--- src/rtl/ysyx_23060136_pkg.sv ---
`default_nettype none
// ============================================================================
// Module      : ysyx_23060136_pkg
// Description : Shared types and constants for the EXU2 -> MEU pipeline
//               segment: packed control word, segment entry record and the
//               bubble-slot constants.
// Revision    : 1.0 - initial release
// ============================================================================
package ysyx_23060136_pkg;

    localparam int c_BITS_W = 64;
    localparam int c_INST_W = 32;
    localparam int c_CTRL_W = 14;

    localparam logic [c_BITS_W-1:0] PC_RST = 64'h8000_0000;
    localparam logic [c_INST_W-1:0] NOP    = 32'h0000_0013;

    // MSB first: write_gpr is bit 13, rd_is_x0 is bit 0.
    typedef struct packed {
        logic       write_gpr;
        logic       write_csr_1;
        logic       write_csr_2;
        logic       mem_to_reg;
        logic       write_mem;
        logic [7:0] mem_size;
        logic       rd_is_x0;
    } ctrl_t;

    typedef struct packed {
        logic [c_BITS_W-1:0] pc;
        logic [c_INST_W-1:0] inst;
        logic                commit;
        logic [c_BITS_W-1:0] alu_result;
        logic [c_BITS_W-1:0] store_data;
        logic [c_BITS_W-1:0] csr_wdata;
        logic [4:0]          rd;
        ctrl_t               ctrl;
        logic                halt;
    } seg_entry_t;

    localparam int c_ENTRY_W = $bits(seg_entry_t);

    // Contents of an empty slot: everything zero except pc and inst.
    function automatic seg_entry_t bubble_entry(input logic [c_BITS_W-1:0] pc_rst);
        seg_entry_t e;
        e      = '0;
        e.pc   = pc_rst;
        e.inst = NOP;
        return e;
    endfunction

endpackage
`default_nettype wire

--- src/rtl/ysyx_23060136_skid_slot.sv ---
`default_nettype none
// ============================================================================
// Module      : ysyx_23060136_skid_slot
// Description : One segment entry register with valid bit. clear has priority
//               over load and returns the slot to bubble contents.
// Revision    : 1.0 - initial release
// ============================================================================
module ysyx_23060136_skid_slot
    import ysyx_23060136_pkg::*;
#(
    parameter logic [63:0] PC_RST_VAL = 64'h8000_0000
) (
    input  logic                 clk,
    input  logic                 rst,
    input  logic                 load,
    input  logic                 clear,
    input  logic [c_ENTRY_W-1:0] d,
    output logic                 valid,
    output logic [c_ENTRY_W-1:0] q
);

    // Entry register: async active-low reset, clear beats load.
    always_ff @(posedge clk or negedge rst) begin
        if (!rst) begin
            valid <= 1'b0;
            q     <= bubble_entry(PC_RST_VAL);
        end else if (clear) begin
            valid <= 1'b0;
            q     <= bubble_entry(PC_RST_VAL);
        end else if (load) begin
            valid <= 1'b1;
            q     <= d;
        end
    end

endmodule
`default_nettype wire

--- src/rtl/ysyx_23060136_exu_mem_seg.sv ---
`default_nettype none
// ============================================================================
// Module      : ysyx_23060136_exu_mem_seg
// Description : EXU2 -> MEU pipeline segment. Valid/ready handshake with a
//               head slot and a skid slot so in_ready is registered. Adds a
//               forwarding tap, trap flush and sticky halt latch.
//               Optional macro YSYX_23060136_SEG_PERF_EN adds saturating
//               64-bit performance counters.
// Revision    : 1.0 - initial release
// ============================================================================
module ysyx_23060136_exu_mem_seg
    import ysyx_23060136_pkg::*;
#(
    // Entry storage is sized from the package; these must match it.
    parameter int          BITS_W = 64,
    parameter int          INST_W = 32,
    parameter logic [63:0] PC_RST = 64'h8000_0000,
    parameter int          CTRL_W = 14
) (
    input  logic              clk,
    input  logic              rst,
    input  logic              flush,
    input  logic              in_valid,
    output logic              in_ready,
    input  logic [BITS_W-1:0] in_pc,
    input  logic [INST_W-1:0] in_inst,
    input  logic              in_commit,
    input  logic [BITS_W-1:0] in_alu_result,
    input  logic [BITS_W-1:0] in_store_data,
    input  logic [BITS_W-1:0] in_csr_wdata,
    input  logic [4:0]        in_rd,
    input  logic [CTRL_W-1:0] in_ctrl,
    input  logic              in_halt,
    output logic              out_valid,
    input  logic              out_ready,
    output logic [BITS_W-1:0] out_pc,
    output logic [INST_W-1:0] out_inst,
    output logic              out_commit,
    output logic [BITS_W-1:0] out_alu_result,
    output logic [BITS_W-1:0] out_store_data,
    output logic [BITS_W-1:0] out_csr_wdata,
    output logic [4:0]        out_rd,
    output logic [CTRL_W-1:0] out_ctrl,
    output logic              out_halt,
    output logic              fwd_valid,
    output logic [4:0]        fwd_rd,
    output logic [BITS_W-1:0] fwd_data,
`ifdef YSYX_23060136_SEG_PERF_EN
    output logic [63:0]       perf_full_cycles,
    output logic [63:0]       perf_bp_cycles,
    output logic [63:0]       perf_flush_kills,
`endif
    output logic              halted
);

    typedef enum logic [1:0] {
        SEG_EMPTY = 2'd0,
        SEG_ONE   = 2'd1,
        SEG_FULL  = 2'd2
    } seg_state_t;

    seg_state_t r_state;
    seg_state_t w_state_nxt;
    logic       r_halted;
    logic       r_in_ready;
    logic       w_halted_nxt;

    seg_entry_t w_in_entry;
    seg_entry_t w_h_d;
    seg_entry_t w_h_q;
    seg_entry_t w_s_q;
    logic       w_h_valid, w_s_valid;
    logic       w_h_load, w_h_clear, w_s_load, w_s_clear;
    logic       w_accept, w_pop;

    assign w_in_entry.pc         = in_pc;
    assign w_in_entry.inst       = in_inst;
    assign w_in_entry.commit     = in_commit;
    assign w_in_entry.alu_result = in_alu_result;
    assign w_in_entry.store_data = in_store_data;
    assign w_in_entry.csr_wdata  = in_csr_wdata;
    assign w_in_entry.rd         = in_rd;
    assign w_in_entry.ctrl       = ctrl_t'(in_ctrl);
    assign w_in_entry.halt       = in_halt;

    assign w_accept = in_valid & r_in_ready;
    assign w_pop    = w_h_valid & out_ready;

    ysyx_23060136_skid_slot #(.PC_RST_VAL(PC_RST)) u_head (
        .clk   (clk),
        .rst   (rst),
        .load  (w_h_load),
        .clear (w_h_clear),
        .d     (w_h_d),
        .valid (w_h_valid),
        .q     (w_h_q)
    );

    ysyx_23060136_skid_slot #(.PC_RST_VAL(PC_RST)) u_skid (
        .clk   (clk),
        .rst   (rst),
        .load  (w_s_load),
        .clear (w_s_clear),
        .d     (w_in_entry),
        .valid (w_s_valid),
        .q     (w_s_q)
    );

    // Slot steering and next count state; flush overrides everything.
    always_comb begin
        w_h_load    = 1'b0;
        w_h_clear   = 1'b0;
        w_h_d       = w_in_entry;
        w_s_load    = 1'b0;
        w_s_clear   = 1'b0;
        w_state_nxt = r_state;
        if (flush) begin
            w_h_clear   = 1'b1;
            w_s_clear   = 1'b1;
            w_state_nxt = SEG_EMPTY;
        end else begin
            case (r_state)
                SEG_EMPTY: begin
                    if (w_accept) begin
                        w_h_load    = 1'b1;
                        w_state_nxt = SEG_ONE;
                    end
                end
                SEG_ONE: begin
                    if (w_accept && w_pop) begin
                        w_h_load = 1'b1;
                    end else if (w_accept) begin
                        w_s_load    = 1'b1;
                        w_state_nxt = SEG_FULL;
                    end else if (w_pop) begin
                        w_h_clear   = 1'b1;
                        w_state_nxt = SEG_EMPTY;
                    end
                end
                SEG_FULL: begin
                    if (w_pop) begin
                        w_h_load    = 1'b1;
                        w_h_d       = w_s_q;
                        w_s_clear   = 1'b1;
                        w_state_nxt = SEG_ONE;
                    end
                end
                default: begin
                    w_h_clear   = 1'b1;
                    w_s_clear   = 1'b1;
                    w_state_nxt = SEG_EMPTY;
                end
            endcase
        end
    end

    // A dropped (flushed) halt instruction never latches the halt.
    assign w_halted_nxt = r_halted | (w_accept & in_halt & ~flush);

    // Count FSM, sticky halt and the registered in_ready.
    always_ff @(posedge clk or negedge rst) begin
        if (!rst) begin
            r_state    <= SEG_EMPTY;
            r_halted   <= 1'b0;
            r_in_ready <= 1'b1;
        end else begin
            r_state    <= w_state_nxt;
            r_halted   <= w_halted_nxt;
            r_in_ready <= (w_state_nxt != SEG_FULL) & ~w_halted_nxt;
        end
    end

    assign in_ready       = r_in_ready;
    assign halted         = r_halted;
    assign out_valid      = w_h_valid;
    assign out_pc         = w_h_q.pc;
    assign out_inst       = w_h_q.inst;
    assign out_commit     = w_h_q.commit;
    assign out_alu_result = w_h_q.alu_result;
    assign out_store_data = w_h_q.store_data;
    assign out_csr_wdata  = w_h_q.csr_wdata;
    assign out_rd         = w_h_q.rd;
    assign out_ctrl       = w_h_q.ctrl;
    assign out_halt       = w_h_q.halt;

    assign fwd_valid = w_h_valid & w_h_q.ctrl.write_gpr & ~w_h_q.ctrl.mem_to_reg
                     & ~w_h_q.ctrl.rd_is_x0;
    assign fwd_rd    = w_h_q.rd;
    assign fwd_data  = w_h_q.alu_result;

`ifdef YSYX_23060136_SEG_PERF_EN
    logic [63:0] r_perf_full, r_perf_bp, r_perf_kills;
    logic [1:0]  w_kills;
    logic [64:0] w_kills_sum;

    assign w_kills     = {1'b0, w_h_valid} + {1'b0, w_s_valid};
    assign w_kills_sum = {1'b0, r_perf_kills} + {63'd0, w_kills};

    // Saturating performance counters.
    always_ff @(posedge clk or negedge rst) begin
        if (!rst) begin
            r_perf_full  <= '0;
            r_perf_bp    <= '0;
            r_perf_kills <= '0;
        end else begin
            if ((r_state == SEG_FULL) && !(&r_perf_full))
                r_perf_full <= r_perf_full + 64'd1;
            if (w_h_valid && !out_ready && !(&r_perf_bp))
                r_perf_bp <= r_perf_bp + 64'd1;
            if (flush)
                r_perf_kills <= w_kills_sum[64] ? '1 : w_kills_sum[63:0];
        end
    end

    assign perf_full_cycles = r_perf_full;
    assign perf_bp_cycles   = r_perf_bp;
    assign perf_flush_kills = r_perf_kills;
`endif

endmodule
`default_nettype wire

--- config.mk ---
export PLATFORM = sky130hd
export DESIGN_NAME = ysyx_23060136_exu_mem_seg
export DESIGN_NICKNAME = d
export VERILOG_FILES = /design/src/rtl/ysyx_23060136_pkg.sv /design/src/rtl/ysyx_23060136_skid_slot.sv /design/src/rtl/ysyx_23060136_exu_mem_seg.sv
export SDC_FILE = /design/constraint.sdc
export NUM_CORES = 1
export LEC_CHECK = 0
export CAP_MARGIN = 20
export CORE_AREA = 2 2 269 271
export DETAILED_ROUTE_END_ITERATION = 16
export DIE_AREA = 0 0 271 273
export GPL_TIMING_DRIVEN = 0
export PLACE_DENSITY = 0.77
export SLEW_MARGIN = 25
export SYNTH_ARGS = -nofsm -noshare
export SYNTH_HDL_FRONTEND = slang
export SYNTH_HIERARCHICAL = 1
export SYNTH_SLANG_ARGS = --single-unit
--- constraint.sdc ---
create_clock -name clk -period 2.35 [get_ports clk]
set_input_delay 0.3525 -clock clk [delete_from_list [all_inputs] [get_ports clk]]
set_output_delay 0.3525 -clock clk [all_outputs]
set_load 0.01 [all_outputs]
After elaboration in Yosys (flattened, before gate mapping)
Cells that the tools add are included.
Widths: inputs -> output; s select.

storage, ports and cells
  input bits = 314
  word-level logic and storage cells = 58
  latch bits = 0
  memories kept = 0
  memory bits (writable) = 0
  output and inout port bits = 382
  register bits after elaboration = 623
  bits in read-only memories = 0

operators by class
  bitwise logic cells = 13
  add/subtract/negate cells = 0
  multipliers = 0
  reductions and logical operators = 6
  order comparisons = 0
  shift-type cells = 0
  mux-type cells = 30
  divide/modulo/power cells = 0
  equality and inequality tests = 3

operator list
  operator            count
  $mux 309            7
  $mux 1              13
  $mux 2              6
  $and 1x1->1         8
  $pmux 2 s3          1
  $not 1->1           4
  $pmux 1 s2          2
  $reduce_bool 2->1   2
  $reduce_or 2->1     2
  $pmux 1 s3          1
  $eq 2x1->1 const B  1
  $eq 2x2->1 const B  1
  $logic_not 2->1     1
  $ne 2x2->1 const B  1
  $logic_and 1x1->1   1
  $or 1x1->1          1

Logic depth before layout (Yosys ltp)
  word-level depth = 8
  depth in mapped cells = 8

Hierarchy
The synthesis kept the hierarchy.

by module, submodules not included
  module                     area an instance (µm²)  times used  cells each  sequential area each (µm²)
  ysyx_23060136_skid_slot    12702.2                 2           999         7762.4
  ysyx_23060136_exu_mem_seg  4634.4                  1           441         101.3

Worst setup path before layout
No wires, ideal clock.

  kind = reg-to-reg
  from = register r_in_ready, in the netlist in_ready
  to = register u_head.q[100]
  clock period less this slack = 1.927 ns
  arrival time = 1.795 ns
  setup time = 0.132 ns
  slack = 0.423 ns
  path buffers = 3
  stages on the path, launching flop included = 9
  cells stage by stage = dfstp_2 nand2_1 or3_1 a21oi_1 buf_6 buf_12 buf_8 mux2i_1 nor2_1

on the way
  longest elaborated chain between the ends = 6
  elaborated cells on any way between the ends = 12
  classes of those cells = mux: 9; bitwise: 1; reduce/logical: 2

ends and longest elaborated chain
  what                           line                              text
  start, declared                ysyx_23060136_exu_mem_seg.sv:65   logic r_in_ready;
  start signal, assigned         ysyx_23060136_exu_mem_seg.sv:169  r_in_ready <= (w_state_nxt != SEG_FULL) & ~w_halted_nxt;
  $and 1x1->1 *                  ysyx_23060136_exu_mem_seg.sv:86   assign w_accept = in_valid & r_in_ready;
  $logic_and 1x1->1              ysyx_23060136_exu_mem_seg.sv:130  if (w_accept && w_pop) begin
  $mux 1                         ysyx_23060136_exu_mem_seg.sv:130
  $pmux 1 s3 *                   ysyx_23060136_exu_mem_seg.sv:122  case (r_state)
  $mux 1 *                       ysyx_23060136_exu_mem_seg.sv:117  if (flush) begin
  named net w_h_load             ysyx_23060136_exu_mem_seg.sv:73   logic w_h_load, w_h_clear, w_s_load, w_s_clear;
  $reduce_bool 2->1 (no line) *  -
  end signal, assigned           ysyx_23060136_skid_slot.sv:26     q <= bubble_entry(PC_RST_VAL);
  end signal, assigned           ysyx_23060136_skid_slot.sv:29     q <= bubble_entry(PC_RST_VAL);
  end, declared                  ysyx_23060136_skid_slot.sv:19     output logic [c_ENTRY_W-1:0] q

Mark *: on every way through the listed nets, which the timed path passes. The rest lies on a longest branch.
A chain may end at the register's enable or synchronous reset.

Final worst setup path
  from = register u_head.valid
  to = output fwd_valid

on the way
  longest elaborated chain between the ends = 3

ends and longest elaborated chain
  what                       line                              text
  start, declared            ysyx_23060136_skid_slot.sv:18     output logic valid,
  start signal, assigned     ysyx_23060136_skid_slot.sv:25     valid <= 1'b0;
  start signal, assigned     ysyx_23060136_skid_slot.sv:28     valid <= 1'b0;
  start signal, assigned     ysyx_23060136_skid_slot.sv:31     valid <= 1'b1;
  $and 1x1->1 (2 in series)  ysyx_23060136_exu_mem_seg.sv:186  assign fwd_valid = w_h_valid & w_h_q.ctrl.write_gpr & ~w_h_q.ctrl.mem_to_reg
  $and 1x1->1                ysyx_23060136_exu_mem_seg.sv:187  & ~w_h_q.ctrl.rd_is_x0;
  end, declared              ysyx_23060136_exu_mem_seg.sv:45   output logic fwd_valid,

Every way passes these cells.

==> impl_results.md <==
- Vias per inst: 4.984
- CTS Buffer Depth: 3
- Clock transition at path regs: about 0.060 ns
- Post-Syn Nets: 2750
- Critical path destination: fwd_valid
- Final min period: roughly 2.3 ns
- Relative slew slack: 0.6112
- Worst Reg-to-Reg Cells: 8
- Share of cells above drive strength 1: 0.1681
- Crit Path Class: flop to output pin
- Leakage: about 17 nW
- CTS sink cnt: ~620
- Top Ports: ~700
- Hold WS: approximately 0.24 ns
- Die Footprint: 73980 um2
- Vias: around 21k
- Worst vdd ir: between 0.5 and 0.6 mV
- Gr ovfl total: 0
- Largest net degree at the start of global routing: 90
- CP max stage delay: 0.57 ns
- Final Hold Viols: 0
- Critical-path cell list: nand2_1 > nor3_1 > clkdlybuf4s50_1
- Crit-path leading delay family: buffers and inverters
- Port Buf Inserts: slightly below 700
- DRT Wirelength: between 80000 and 90000 um
- Final Util: 0.5727
- Critical Path Fanout Max: 6
- Run status: finished, final reports clean
- FF-to-FF Start: u_head/valid
- Detailed Routing Iterations Pass 1: 5
- Least-Margin Pin Slew: about 0.58 ns
- # setup viols final: 0
- Initial DRC count: approximately 1.1k
- Placed Area: between 30000 and 40000 um2
- Pins over their slew limit: 0
- Clk root buf: clkbuf_16
- Clock Skews: 0.02807 ns
- Vias in the first global route: roughly 22k
- Critical Path RT: roughly 2 ns
- Clk_lat worst skew: approximately 0.60 ns
- GRT Total Usage: 0.2302
- Die X: ~270 um
- Setup crit start kind: flop
- Min-Delay Path Class: input pin to asynchronous set/reset pin
- Synthesized area: about 30000 um2
- DRC: 0
- Count of maximum capacitance violations: 0
- Routed length per instance: approximately 21 um
- DP HPWL: 63260 um
- CP max-delay cell: clkdlybuf4s50_1
- RSZ-0062 raised after global routing: true
- Critical path depth in cells: 3
- FF-to-FF setup slack: about 0.12 ns
- R2R Path End: u_head/q[167]
- Mapped Cells: about 2.4k
- Placeable Area: roughly 71000 um2
- CTS Buf Count: a little under 70
- CP Buf/Inv Count: 1
- Maximum clock frequency: 441.1 MHz
- CTS tree: done
- Crit end category: output pin
- Syn avg cell area: 12.32 um2
- Final GP Congestion: 0.8239
- H-tree depth: 3
- Final non-filler cell area: 40660 um2
- Worst Setup SP: u_head/valid
- Setup TNS: 0 ns
- Pwr/cell area: ~630 nW/um2
- Area Growth Syn to Fin: 35.51%
- Final net count: around 3.5k
- # rows: a little under 100
- Initial antenna violation count: 20
- Synth warn: 6
- Final worst-path cycle share: 0.9648
- Die Y: around 270 um
- Global-route wire length before repair: between 100000 and 150000 um
- Worst EP arrival: 1.91 ns
- Initial Util: 0.4226
- Post-DRT Antenna Nets: 0
-- cells in the final DEF (no fill, tap or decap), types with 2 or more instances in the layout --
| cell | count |
|---|---|
| clkdlybuf4s50_1 | 694 |
| dfrtp_1 | 614 |
| nor2_1 | 613 |
| mux2i_1 | 610 |
| mux2_2 | 209 |
| mux2_1 | 100 |
| buf_4 | 93 |
| clkbuf_16 | 71 |
| buf_8 | 62 |
| clkbuf_1 | 41 |
| buf_2 | 25 |
| clkbuf_2 | 19 |
| buf_12 | 16 |
| clkbuf_8 | 13 |
| diode_2 | 12 |
| a211o_1 | 9 |
| clkinv_2 | 9 |
| dfstp_2 | 9 |
| buf_16 | 8 |
| nand2_1 | 4 |
| nor2b_1 | 4 |
| and2b_1 | 4 |
| nand4b_1 | 3 |
| buf_6 | 3 |
| clkinv_8 | 3 |
| inv_6 | 3 |
| inv_1 | 2 |
| nor3_1 | 2 |
| a21oi_1 | 2 |
| bufinv_16 | 2 |
-- power breakdown --
group | internal (W) | switching [W] | total, W
registers | 0.0111 | 0.000260 | 0.0114
logic | 0.00210 | 0.00179 | 0.00388
clock network | 0.00613 | 0.00442 | 0.0105
-- registers in the layout (all words and copies together), names as in the netlist --
| signal | cells |
|---|---|
| u_head/q | 309 |
| u_head/valid | 1 |
| in_ready | 1 |
| u_skid/q | 309 |
| halted | 1 |
| r_state | 2 |
-- worst reg2reg max path: cells and delay by family (launching register included) --
kind | cells | cell delay (ns)
AO/OA/AOI/OAI | 1 | 0.16
buffers and inverters | 3 | 0.62
flip-flops | 1 | 0.51
multiplexers | 1 | 0.24
AND/OR/NAND/NOR | 3 | 0.58
-- per-stage QoR --
stage,power [W],instances,setup WS (ns)
floorplan,0.01330,2436,0.4227
global placement,0.01535,4081,-27.90
detailed placement,0.01544,4089,-0.4256
CTS,0.02607,4208,0.004518
global route,0.02682,4221,-0.008057
finish,0.02579,4222,0.08275
-- how the worst min path moves through the flow --
stage	endpoint	cells past startpoint	slack, ns
final	u_head/q[289]	2	0.24
after global routing	u_head/q[289]	2	0.26
after CTS	u_head/q[289]	2	0.21
after detailed placement	u_head/q[289]	1	0.27
after global placement	halted	1	0.49
after floorplan	halted	0	0.06
-- per-layer routing --
layer | GRT usage | wire length [um] | vias up
met5 | 0 | 102 | -
met4 | 0.08534 | 2636 | 16
met3 | 0.06432 | 6116 | 149
met2 | 0.3968 | 43780 | 603
met1 | 0.2742 | 34670 | 10480
li1 | - | - | 9797
-- area by class of cell --
type	instances	area, um2
fill	5949	30330
sequential	623	15600
antenna	12	30.03
timing repair buffer	706	7224
buffer	241	2278
inverter	2	7.507
multi-input combinational	1570	12150
clock inverter	18	187.7
tap	950	1189
clock buffer	100	1994
-- what timing repair did --
item / in CTS / in global routing
resized for setup: 6 / 29
endpoints found under the hold margin: 71 / 0
pin swaps: 0 / 1
endpoints found under the setup margin: 127 / 316
hold buffers: 1 / 0
buffers inserted: 0 / 1
cloned: 0 / 1
Note: power is estimated with default switching activity, not from simulation.
